$ cat src/rtl/red_ctrl_pkg.sv
// Shared constants, state enum and instruction decode helper for red_ctrl.
// Covers opcode/funct3 values, ALU encodings and the legality decoder.
package red_ctrl_pkg;

   localparam logic [6:0] OP_IMM    = 7'b0010011;
   localparam logic [6:0] OP_REG    = 7'b0110011;
   localparam logic [6:0] OP_BRANCH = 7'b1100011;

   localparam logic [2:0] F3_ADD = 3'b000;
   localparam logic [2:0] F3_BEQ = 3'b000;
   localparam logic [2:0] F3_BNE = 3'b001;

   localparam logic [2:0] ALU_ADD = 3'b000;
   localparam logic [2:0] ALU_SUB = 3'b001;

   localparam logic [31:0] NOP_INSTR = 32'h00000013;

   typedef enum logic [1:0] {
      FETCH,
      DECODE,
      EXEC,
      HALT
   } ctrl_state_t;

   typedef struct packed {
      logic addi;
      logic add;
      logic beq;
      logic bne;
   } dec_t;

   // b1 is IR[8], i.e. bit 1 of the branch offset (misaligned target).
   function automatic dec_t decode(
      input logic [6:0] opc,
      input logic [2:0] f3,
      input logic [6:0] f7,
      input logic       b1
   );
      dec_t d;
      d.addi = (opc == OP_IMM) && (f3 == F3_ADD);
      d.add  = (opc == OP_REG) && (f3 == F3_ADD)
               && (f7 == 7'b0);
      d.beq  = (opc == OP_BRANCH) && (f3 == F3_BEQ) && !b1;
      d.bne  = (opc == OP_BRANCH) && (f3 == F3_BNE) && !b1;
      return d;
   endfunction

endpackage

$ cat src/rtl/red_imm_gen.sv
// Immediate generator: I-type or B-type immediate, sign-extended.
// Ports: ir (instruction register) in, imm (extended immediate) out.
module red_imm_gen
   import red_ctrl_pkg::*;
#(
   parameter int DATA_WIDTH = 32
) (
   input  logic [DATA_WIDTH-1:0] ir,
   output logic [DATA_WIDTH-1:0] imm
);

   // rs1/funct3 bits take no part in any immediate format here.
   logic unused_ir;
   assign unused_ir = ^ir[19:12];

   always_comb begin
      imm = {{(DATA_WIDTH-12){ir[31]}}, ir[31:20]};
      if (ir[6:0] == OP_BRANCH) begin
         imm = {{(DATA_WIDTH-12){ir[31]}}, ir[7],
                ir[30:25], ir[11:8], 1'b0};
      end
   end

endmodule

$ cat src/rtl/red_ctrl.sv
// Multi-cycle FETCH/DECODE/EXEC sequencer for the reduced RISC-V datapath.
// Ports: clk/rst_n/en, ROM addr/data, EQ flag, datapath controls, pc, retire, halted.
module red_ctrl
   import red_ctrl_pkg::*;
#(
   parameter int ADDRESS_WIDTH   = 5,
   parameter int ALUctrl_WIDTH   = 3,
   parameter int DATA_WIDTH      = 32,
   parameter int IMEM_ADDR_WIDTH = 8,
   parameter logic [DATA_WIDTH-1:0] RESET_PC = '0
) (
   input  logic                       clk,
   input  logic                       rst_n,
   input  logic                       en,
   output logic [IMEM_ADDR_WIDTH-1:0] instr_addr,
   input  logic [DATA_WIDTH-1:0]      instr_rdata,
   input  logic                       EQ,
   output logic [ADDRESS_WIDTH-1:0]   rs1,
   output logic [ADDRESS_WIDTH-1:0]   rs2,
   output logic [ADDRESS_WIDTH-1:0]   rd,
   output logic [DATA_WIDTH-1:0]      ImmOp,
   output logic                       ALUsrc,
   output logic [ALUctrl_WIDTH-1:0]   ALUctrl,
   output logic                       RegWrite,
   output logic [DATA_WIDTH-1:0]      pc,
   output logic                       retire,
   output logic                       halted
);

   ctrl_state_t state, state_nxt;

   logic [DATA_WIDTH-1:0] ir;
   logic [DATA_WIDTH-1:0] imm;
   logic [DATA_WIDTH-1:0] pc_nxt;
   dec_t fd;
   dec_t xd;
   logic taken;
   logic is_br;

   // fd judges legality of the word arriving from ROM during DECODE;
   // xd drives the datapath from the latched IR.
   assign fd = decode(instr_rdata[6:0], instr_rdata[14:12],
                      instr_rdata[31:25], instr_rdata[8]);
   assign xd = decode(ir[6:0], ir[14:12], ir[31:25], ir[8]);

   red_imm_gen #(
      .DATA_WIDTH(DATA_WIDTH)
   ) u_imm (
      .ir (ir),
      .imm(imm)
   );

   assign instr_addr = pc[IMEM_ADDR_WIDTH-1:0];
   assign rs1        = ir[15 +: ADDRESS_WIDTH];
   assign rs2        = ir[20 +: ADDRESS_WIDTH];
   assign rd         = ir[7  +: ADDRESS_WIDTH];
   assign ImmOp      = imm;

   assign is_br   = xd.beq | xd.bne;
   assign ALUsrc  = !(xd.add | is_br);
   assign ALUctrl = is_br ? ALUctrl_WIDTH'(ALU_SUB)
                          : ALUctrl_WIDTH'(ALU_ADD);

   assign taken  = (xd.beq & EQ) | (xd.bne & ~EQ);
   assign pc_nxt = taken ? pc + imm
                         : pc + DATA_WIDTH'(4);

   always_ff @(posedge clk or negedge rst_n) begin
      if (!rst_n) begin
         state <= FETCH;
      end else begin
         state <= state_nxt;
      end
   end

   always_comb begin
      state_nxt = state;
      RegWrite  = 1'b0;
      retire    = 1'b0;
      halted    = 1'b0;
      unique case (state)
         FETCH: begin
            if (en) state_nxt = DECODE;
         end
         DECODE: begin
            if (fd.addi | fd.add | fd.beq | fd.bne)
               state_nxt = EXEC;
            else
               state_nxt = HALT;
         end
         EXEC: begin
            RegWrite  = (xd.addi | xd.add) && (rd != '0);
            retire    = 1'b1;
            state_nxt = FETCH;
         end
         HALT: begin
            halted = 1'b1;
         end
         default: state_nxt = FETCH;
      endcase
   end

   always_ff @(posedge clk or negedge rst_n) begin
      if (!rst_n) begin
         pc <= RESET_PC;
         ir <= DATA_WIDTH'(NOP_INSTR);
      end else begin
         if (state == DECODE) ir <= instr_rdata;
         if (state == EXEC)   pc <= pc_nxt;
      end
   end

endmodule
$ cat config.mk
export PLATFORM = sky130hd
export DESIGN_NAME = red_ctrl
export DESIGN_NICKNAME = d
export VERILOG_FILES = /design/src/rtl/red_ctrl_pkg.sv /design/src/rtl/red_imm_gen.sv /design/src/rtl/red_ctrl.sv
export SDC_FILE = /design/constraint.sdc
export NUM_CORES = 1
export LEC_CHECK = 0
export CORE_MARGIN = 1
export CORE_UTILIZATION = 25
export DETAILED_ROUTE_END_ITERATION = 10
export GPL_TIMING_DRIVEN = 1
export SYNTH_ARGS = -nofsm -noshare
export SYNTH_HDL_FRONTEND = slang
export SYNTH_HIERARCHICAL = 1
export SYNTH_SLANG_ARGS = --single-unit
$ cat constraint.sdc
create_clock -name clk -period 4.3 [get_ports clk]
set_clock_uncertainty 0.15 [all_clocks]
set_input_delay 0.645 -clock clk [delete_from_list [all_inputs] [get_ports clk]]
set_output_delay 0.645 -clock clk [all_outputs]
set_load 0.01 [all_outputs]
# After elaboration in Yosys (flattened, before gate mapping)
# Cells that the tools add are included.
# word_totals
rom_bits	0
mem_bits_rw	0
latchBits	0
output_inout_bits	94
elab_cells	62
reg_bits	66
mem_count	0
# classes
add_sub_neg	2
order_cmp	0
n_reduce_logical	26
div_mod_pow	0
eq_ne	12
bitwise_logic	10
multipliers	0
shift	0
muxes	9
# op_table
op	count
32-bit by 3-bit adder with 32-bit output (second input constant)	1
32-bit adder	1
32-bit two-way mux	1
1-bit logical AND	15
7-bit by 5-bit equality test with 1-bit output (second input constant)	2
7-bit by 6-bit equality test with 1-bit output (second input constant)	2
7-bit equality test (second input constant)	2
7-bit logical NOT	2
12-bit two-way mux	1
1-bit bitwise OR	7
3-bit by 1-bit equality test with 1-bit output (second input constant)	2
3-bit logical NOT	2
2-bit case mux with 3 select lines	1
1-bit two-way mux	5
5-bit nonzero test	1
2-bit equality test (second input constant)	2
1-bit logical NOT	3
3-bit nonzero test	1
1-bit AND	2
2-bit by 1-bit equality test with 1-bit output (second input constant)	1
2-bit logical NOT	1
2-bit two-way mux	1
2-bit inequality test (second input constant)	1
2-bit AND reduction	1
1-bit inverter	1

# Longest topological paths before layout
# Gate-level depths: netlist of run 1.
# logic_depth
depth_word	8
mapped_depth	15
ltp_nobuf	14

# Hierarchy
# The synthesis of run 1 kept the hierarchy.
# by_module_without_submodules
mod	cells_each	area_per_inst_um2	instances	seq_area_each_um2
red_ctrl	632	5486.5	1	1655.3
red_imm_gen	35	305.3	1	0.0

# Worst setup path after synthesis of run 1
# Ideal clock, no wire load.
# synth_path
path_kind	reg2reg
start	register ir[4]
end	register pc[28]
t_arrival_ns	3.094
required_time_ns	4.013
path_stages_with_launch	16
path_slack_ns	0.919
cell_sequence	dfstp_2 -> nor4b_1 -> and4_1 -> buf_6 -> nor2b_1 -> ha_1 -> inv_1 -> fa_1 -> nor2b_1 -> o2111ai_1 -> a21oi_2 -> nor2_2 -> o31ai_4 -> a21oi_2 -> o311ai_1 -> a21oi_1
# synth_rtl
item	line_no	rtl
start: declaration	red_ctrl.sv:32	logic [DATA_WIDTH-1:0] ir;
start signal: assignment	red_ctrl.sv:106	ir <= DATA_WIDTH'(NOP_INSTR);
start signal: assignment	red_ctrl.sv:108	if (state == DECODE) ir <= instr_rdata;
7-bit equality test	red_imm_gen.sv:18	if (ir[6:0] == OP_BRANCH) begin
12-bit two-way mux	red_imm_gen.sv:18	
via ImmOp[0]	red_ctrl.sv:21	output logic [DATA_WIDTH-1:0] ImmOp,
32-bit adder	red_ctrl.sv:65	assign pc_nxt = taken ? pc + imm
32-bit two-way mux	red_ctrl.sv:65	
end signal: assignment	red_ctrl.sv:109	if (state == EXEC) pc <= pc_nxt;
end: declaration	red_ctrl.sv:25	output logic [DATA_WIDTH-1:0] pc,
# The timed path passes the listed nets, and every way through them passes these cells.
# A chain may end at the register's enable or synchronous reset.

# Worst setup path after layout of run 1
# layout_path
start	register ir[3]
end	register pc[21]
# layout_via
elab_chain_len	6
# layout_rtl
item	line_no
7-bit equality test (*)	red_ctrl_pkg.sv:43, red_ctrl_pkg.sv:44, red_imm_gen.sv:18
parallel branches: the longest is 4 deep, another holds 32-bit adder	n/a
32-bit two-way mux (*)	red_ctrl.sv:65
# Mark *: on every way between the ends.

==> results of run 1 <==
## layout by cell type, fill, tap and decap left out, types with 11 or more instances in the layout
| cell type | netlist | layout |
|---|---|---|
| a21o_1 | 11 | 11 |
| a21oi_1 | 63 | 63 |
| a31oi_1 | 11 | 11 |
| and3_1 | 15 | 15 |
| clkdlybuf4s50_1 | 0 | 126 |
| dfrtp_1 | 63 | 62 |
| ha_1 | 37 | 37 |
| inv_1 | 14 | 14 |
| mux2_2 | 34 | 34 |
| nand2_1 | 53 | 53 |
| nand3_1 | 25 | 25 |
| nor2_1 | 37 | 37 |
| o21ai_0 | 34 | 34 |
| o21ai_1 | 17 | 17 |
| xnor2_1 | 14 | 14 |
| xor2_1 | 12 | 12 |
## flip-flops by register name, indices dropped and copies added (netlist names)
name   cells
ir        32
pc        32
state      2
## cell families (layout without fill, tap and decap cells)
group,count (synthesis),after routing,synth area share
AO/OA/AOI/OAI,202,202,0.227
XOR/XNOR,26,26,0.0393
adder cells (fa/ha/maj),38,38,0.0834
buffers and inverters,100,163,0.106
flip-flops,66,66,0.286
multiplexers,41,41,0.0825
other,1,2,0.000647
AND/OR/NAND/NOR,193,193,0.175
## final cells by class
cell class	count	share of cell area
Timing Repair Buffer	133	0.183
Clock buffer	9	0.0314
Tap cell	285	0.0497
Clock inverter	7	0.00767
Sequential cell	66	0.231
Multi-Input combinational cell	502	0.491
Inverter	14	0.00732
## per-layer routing
| layer | global-route usage | part of all wire | vias up |
|---|---|---|---|
| li1 | - | - | 2541 |
| met1 | 0.191 | 0.46 | 2476 |
| met2 | 0.244 | 0.46 | 161 |
| met3 | 0.0448 | 0.069 | 16 |
| met4 | 0.0400 | 0.013 | 0 |
| met5 | 0 | 0 | - |
## through the flow
stage / cells / setup WS [ns] / hold WS (ns)
detailed placement: 1000 / 0.575 / 0.347
global placement: 1000 / 0.660 / 0.343
finish: 1016 / 0.582 / 0.233
global route: 1016 / 0.282 / 0.287
floorplan: 668 / 0.919 / 0.199
CTS: 1016 / 0.559 / 0.258
## power by group through the flow
stage	clock network, µW	registers, µW	logic, µW
2_1_floorplan	0	929	1660
3_3_place_gp	0	1050	2130
3_5_place_dp	0	1050	2130
4_1_cts	735	1040	2150
5_1_grt	763	1070	2330
6_report	718	1030	2140
## worst max path at each step
stage / slack (ns) / end / depth (start not counted)
6_report: 0.58 / pc[21] / 11
5_1_grt: 0.28 / pc[28] / 13
4_1_cts: 0.56 / pc[28] / 13
3_5_place_dp: 0.57 / pc[28] / 13
3_3_place_gp: 0.66 / pc[28] / 13
2_1_floorplan: 0.92 / pc[28] / 15
==> flow_metrics.py, run 1 <==
metrics = {
    "final_layout": {
        "nNetsFinal": 800,
        "seq_area_um2": 1660,
        "syn2layout_area_growth_pct": 24.0,
        "design_area_um2": 7180,
        "post-route-util": 0.316,
        "antenna_cells": 0,
        "fillers": 2404,
        "drive_gt1_frac": 0.122,
        "multiInputGateArea_um2": 3520,
    },
    "worst_setup_path": {
        "ff2ff_setup_slack_ns": 0.58,
        "cp_max_fo": 7,
        "cp_top_family": "simple AND/OR/NAND/NOR gates",
        "crit_start": "ir[3]",
        "ff2ff_path_depth": 11,
        "path_cells": "nor4b_1 -> and4_1 -> mux2_4 -> ha_1 -> and3_1 -> a21bo_2 -> o21ai_1 -> a21oi_2 -> nor3_1 -> mux2i_1 -> a2bb2oi_1",
        "critical_path_arrival_ns": 3.84,
        "path_class": "register to register",
        "cp-start-kind": "register",
        "r2r_start": "ir[3]",
        "slowest_delay_ns": 0.46,
        "path_buf_inv": 0,
        "endpoint_kind": "register",
        "r2r-end": "pc[21]",
        "worstPathRequired_ns": 4.42,
        "critPathSlowestCell": "and4_1",
    },
    "die": {
        "die_x_um": 154,
        "coreArea_um2": 22700,
        "rows": 55,
        "dieArea_um2": 23800,
        "start_util": 0.255,
        "io_pins": 130,
        "chipHeight_um": 154,
    },
    "routing": {
        "wl_per_cell_um": 17.0,
        "drt_wl_total_um": 17300,
        "ant_nets": 0,
        "drtIter0Drc": 316,
        "vias": 5194,
        "viasPerCell": 5.11,
        "drc": 0,
        "dr.pass1.iters": 4,
    },
    "power_and_ir_drop": {
        "p_clk_frac": 0.185,
        "p_int_uw": 2290,
        "irDropWorstVdd_mv": 0.279,
        "switchingPower_uw": 1600,
        "p_per_area_nw_per_um2": 542,
        "pwr-share-comb": 0.550,
        "power_uw": 3890,
        "swShare": 0.412,
        "pwr-share-seq": 0.265,
        "p_leak_uw": 0.00291,
    },
    "synth": {
        "ys_warn_count": 6,
        "synth_top_cell_area_share": 0.272,
        "synth-async-reset-ratio": 1.00,
        "synthDistinctLibCells": 83,
        "syn_area_um2": 5790,
        "synth_ff_type": "dfrtp_1",
        "yosys-top-cells-count": "a21oi_1 (63), dfrtp_1 (63), buf_4 (56)",
        "syn_inst": 667,
        "synth_edf_count": 0,
        "yosysTopAreaCell": "dfrtp_1",
        "synth-seq-area-share": 0.286,
        "syn_area_per_cell_um2": 8.68,
        "synth_area_leaders": "dfrtp_1 (27%), ha_1 (8.0%), buf_4 (7.3%)",
        "synth-seq-cells": 66,
    },
    "clock_tree": {
        "cts_setup_buffers": 0,
        "clockBufferDepth": 2,
        "cts_htree_levels": 3,
        "clkSlewWorstSetupHoldPaths_ns": 0.06,
        "root_buffer": "clkbuf_16",
        "cts_buffers": 9,
        "clk-insertion-delay-late_ns": 0.35,
        "cts_hold_buf": 0,
        "clock_sinks": 66,
        "cts_tree": "yes",
        "cts-resized-gates": 0,
    },
    "timing": {
        "setup_viol_count_final": 0,
        "worst_slew_pin_slew_ns": 0.809,
        "finalCritPeriodShare": 0.865,
        "grt_setup_unrepaired": "no",
        "timing.final.max_slew_violations": 0,
        "slew_headroom": 0.460,
        "setup_tns_ns": 0,
        "finalCriticalPeriod_ns": 3.72,
        "clock.fmax_mhz": 269,
        "hold_viol": 0,
    },
    "global_route": {
        "grt_pass1_wl_um": 27800,
        "grt_max_degree": 45,
        "grtUsageTotal": 0.149,
        "antenna_found_initial": 0,
        "grt-ovfl-total": 0,
        "grt_pass1_vias": 5119,
    },
    "placement": {
        "hpwlAfterDp_um": 13000,
        "placed_area_um2": 6900,
        "globalplace.congestion": 0.888,
        "place.port_buffers": 127,
    },
    "status": {
        "status": "finished, final reports clean",
    },
    "job": {
        "cap_viol_max_count": 0,
    },
    "min_path": {
        "hp-class": "primary input to asynchronous set/reset pin",
    },
}
No activity file was read; power rests on OpenSTA's default activity.
==> run 2, diff against run 1 <==
- clock period: 4.3 -> 3.2 ns (I/O delays scaled with it)
==> run 2 against run 1 <==
Compared with the run above: the run now ends with negative setup slack left; die area stayed put; wire length grew 2.3%; highest routed layer unchanged; largest power group unchanged; sequential cell count unchanged; clock power increased by 43%; worst setup slack got worse by 0.65 ns.
==> flow_metrics.py, run 2 (same netlist as run 1, synthesis figures left out) <==
metrics = {
    "worst_setup_path": {
        "path_class": "register to register",
        "ff2ff_setup_slack_ns": -0.06,
        "r2r-end": "pc[28]",
        "critical_path_arrival_ns": 3.33,
        "cp_max_fo": 6,
        "worstPathRequired_ns": 3.27,
        "crit_start": "ir[4]",
        "ff2ff_path_depth": 15,
        "cp-start-kind": "register",
        "r2r_start": "ir[4]",
        "endpoint_kind": "register",
        "critical_path.endpoint": "pc[28]",
    },
    "final_layout": {
        "fillers": 2333,
        "syn2layout_area_growth_pct": 37.4,
        "layout_common_cells": "clkdlybuf4s50_1 (126), dfrtp_1 (62), a21oi_1 (56)",
        "nNetsFinal": 852,
        "antenna_cells": 0,
        "largestRegisters": "ir x32, pc x32, state x2",
        "drive_gt1_frac": 0.235,
        "design_area_um2": 7960,
        "mostFrequentLayoutCell": "clkdlybuf4s50_1",
        "post-route-util": 0.351,
    },
    "timing": {
        "worst_slew_pin_slew_ns": 0.666,
        "finalCriticalPeriod_ns": 3.26,
        "grt_setup_unrepaired": "yes",
        "slew_headroom": 0.556,
        "hold_viol": 0,
        "setup_viol_count_final": 8,
        "fin_ws_ns": -0.0634,
        "clock.fmax_mhz": 306,
        "finalCritPeriodShare": 1.02,
        "setup_tns_ns": -0.230,
        "timing.final.max_slew_violations": 0,
    },
    "global_route": {
        "grt_pass1_wl_um": 28200,
        "antenna_found_initial": 0,
        "grt_busiest_layer": "met2",
        "use_met2": 0.248,
        "grt_use_met1": 0.193,
        "grt_pass1_vias": 5257,
        "grtUsageTotal": 0.151,
        "grt_max_degree": 43,
        "grt_use_met3": 0.0412,
        "grt-ovfl-total": 0,
    },
    "die": {
        "start_util": 0.255,
        "rows": 55,
        "io_pins": 130,
        "die_x_um": 154,
        "dieArea_um2": 23800,
        "chipHeight_um": 154,
        "coreArea_um2": 22700,
    },
    "routing": {
        "viasPerCell": 5.08,
        "ant_nets": 0,
        "drtIter0Drc": 262,
        "drt_wl_total_um": 17700,
        "dr.pass1.iters": 4,
        "wl_per_cell_um": 16.6,
        "vias": 5426,
        "drc": 0,
    },
    "clock_tree": {
        "clkSlewWorstSetupHoldPaths_ns": 0.06,
        "cts_htree_levels": 3,
        "root_buffer": "clkbuf_16",
        "clk-insertion-delay-late_ns": 0.35,
        "cts_buffers": 9,
        "clockBufferDepth": 2,
        "cts_tree": "yes",
        "clock_sinks": 66,
    },
    "placement": {
        "globalplace.congestion": 0.846,
        "pre_cts_ws_ns": -0.299,
        "hpwlAfterDp_um": 13400,
        "place.port_buffers": 127,
        "placed_area_um2": 7300,
    },
    "power_and_ir_drop": {
        "irDropWorstVdd_mv": 0.421,
        "power_uw": 5820,
        "p_leak_uw": 0.00324,
        "p_per_area_nw_per_um2": 731,
    },
    "min_path": {
        "hp-class": "primary input to asynchronous set/reset pin",
    },
    "job": {
        "cap_viol_max_count": 0,
    },
    "status": {
        "failed_checks": "negative setup slack",
        "status": "complete, but fails checks",
    },
}
==> run 2: cell types whose count changed in the layout (fill, tap and decap cells not counted), moves of 4 or more <==
cell / change
buf_4: +48
a21oi_1: -7
ha_1: -5
ha_4: +5
o21ai_0: -5
a21oi_2: +4
o21ai_2: +4
==> run 2: power by group <==
group / internal, µW / total [µW] / switching (µW)
logic: 1810 / 3420 / 1620
registers: 1080 / 1370 / 295
clock network: 625 / 1030 / 401
==> run 2: worst max-delay path, cell delays in order (launching register included) <==
cell and delay, ns:
dfstp_2 0.54, nor4b_2 0.04, and4_4 0.18, buf_4 0.15, nor2b_4 0.14, ha_4 0.15
inv_1 0.05, fa_2 0.36, nor2b_4 0.16, o2111ai_4 0.14, a21oi_4 0.21, nor2_2 0.08
o31ai_4 0.31, a21oi_2 0.13, o311ai_2 0.24, a21oi_1 0.10
==> run 2: layer usage <==
layer  share of wire  vias to the layer above
met5               0                        -
met2            0.47                      165
met3           0.066                       14
met1            0.45                     2608
li1                -                     2639
met4           0.013                        0
==> run 2: area by class of cell <==
| type | instances | area, µm² | area share |
|---|---|---|---|
| clock buffer | 10 | 239 | 0.0300 |
| clock inverter | 6 | 65.1 | 0.00817 |
| inverter | 14 | 52.6 | 0.00660 |
| multi-input combinational | 502 | 3860 | 0.485 |
| sequential | 66 | 1660 | 0.208 |
| tap | 285 | 357 | 0.0448 |
| timing repair buffer | 185 | 1730 | 0.217 |
==> run 2: worst min path at each step <==
stage / start / to / slack [ns] / cells after the start
after floorplan: rst_n / ir[10] / 0.03 / 0
final: rst_n / state[1] / 0.02 / 1
after detailed placement: pc[31] / pc[31] / 0.33 / 1
after CTS: rst_n / state[0] / 0.02 / 1
after global placement: pc[31] / pc[31] / 0.33 / 1
after global routing: rst_n / state[1] / 0.05 / 1
==> run 2: metrics by stage <==
step | std cells | hold WS (ns)
floorplan | 668 | 0.0344
global placement | 1049 | 0.327
detailed placement | 1049 | 0.328
CTS | 1066 | 0.0217
global route | 1068 | 0.0459
finish | 1068 | 0.0157
==> run 2: what timing repair did <==
action                     4_1_cts  5_1_grt
hold buffers                     0        0
setup endpoints to repair       27       26
gates resized for setup         31       36
pin swaps                        9       17
setup buffers                    2        2
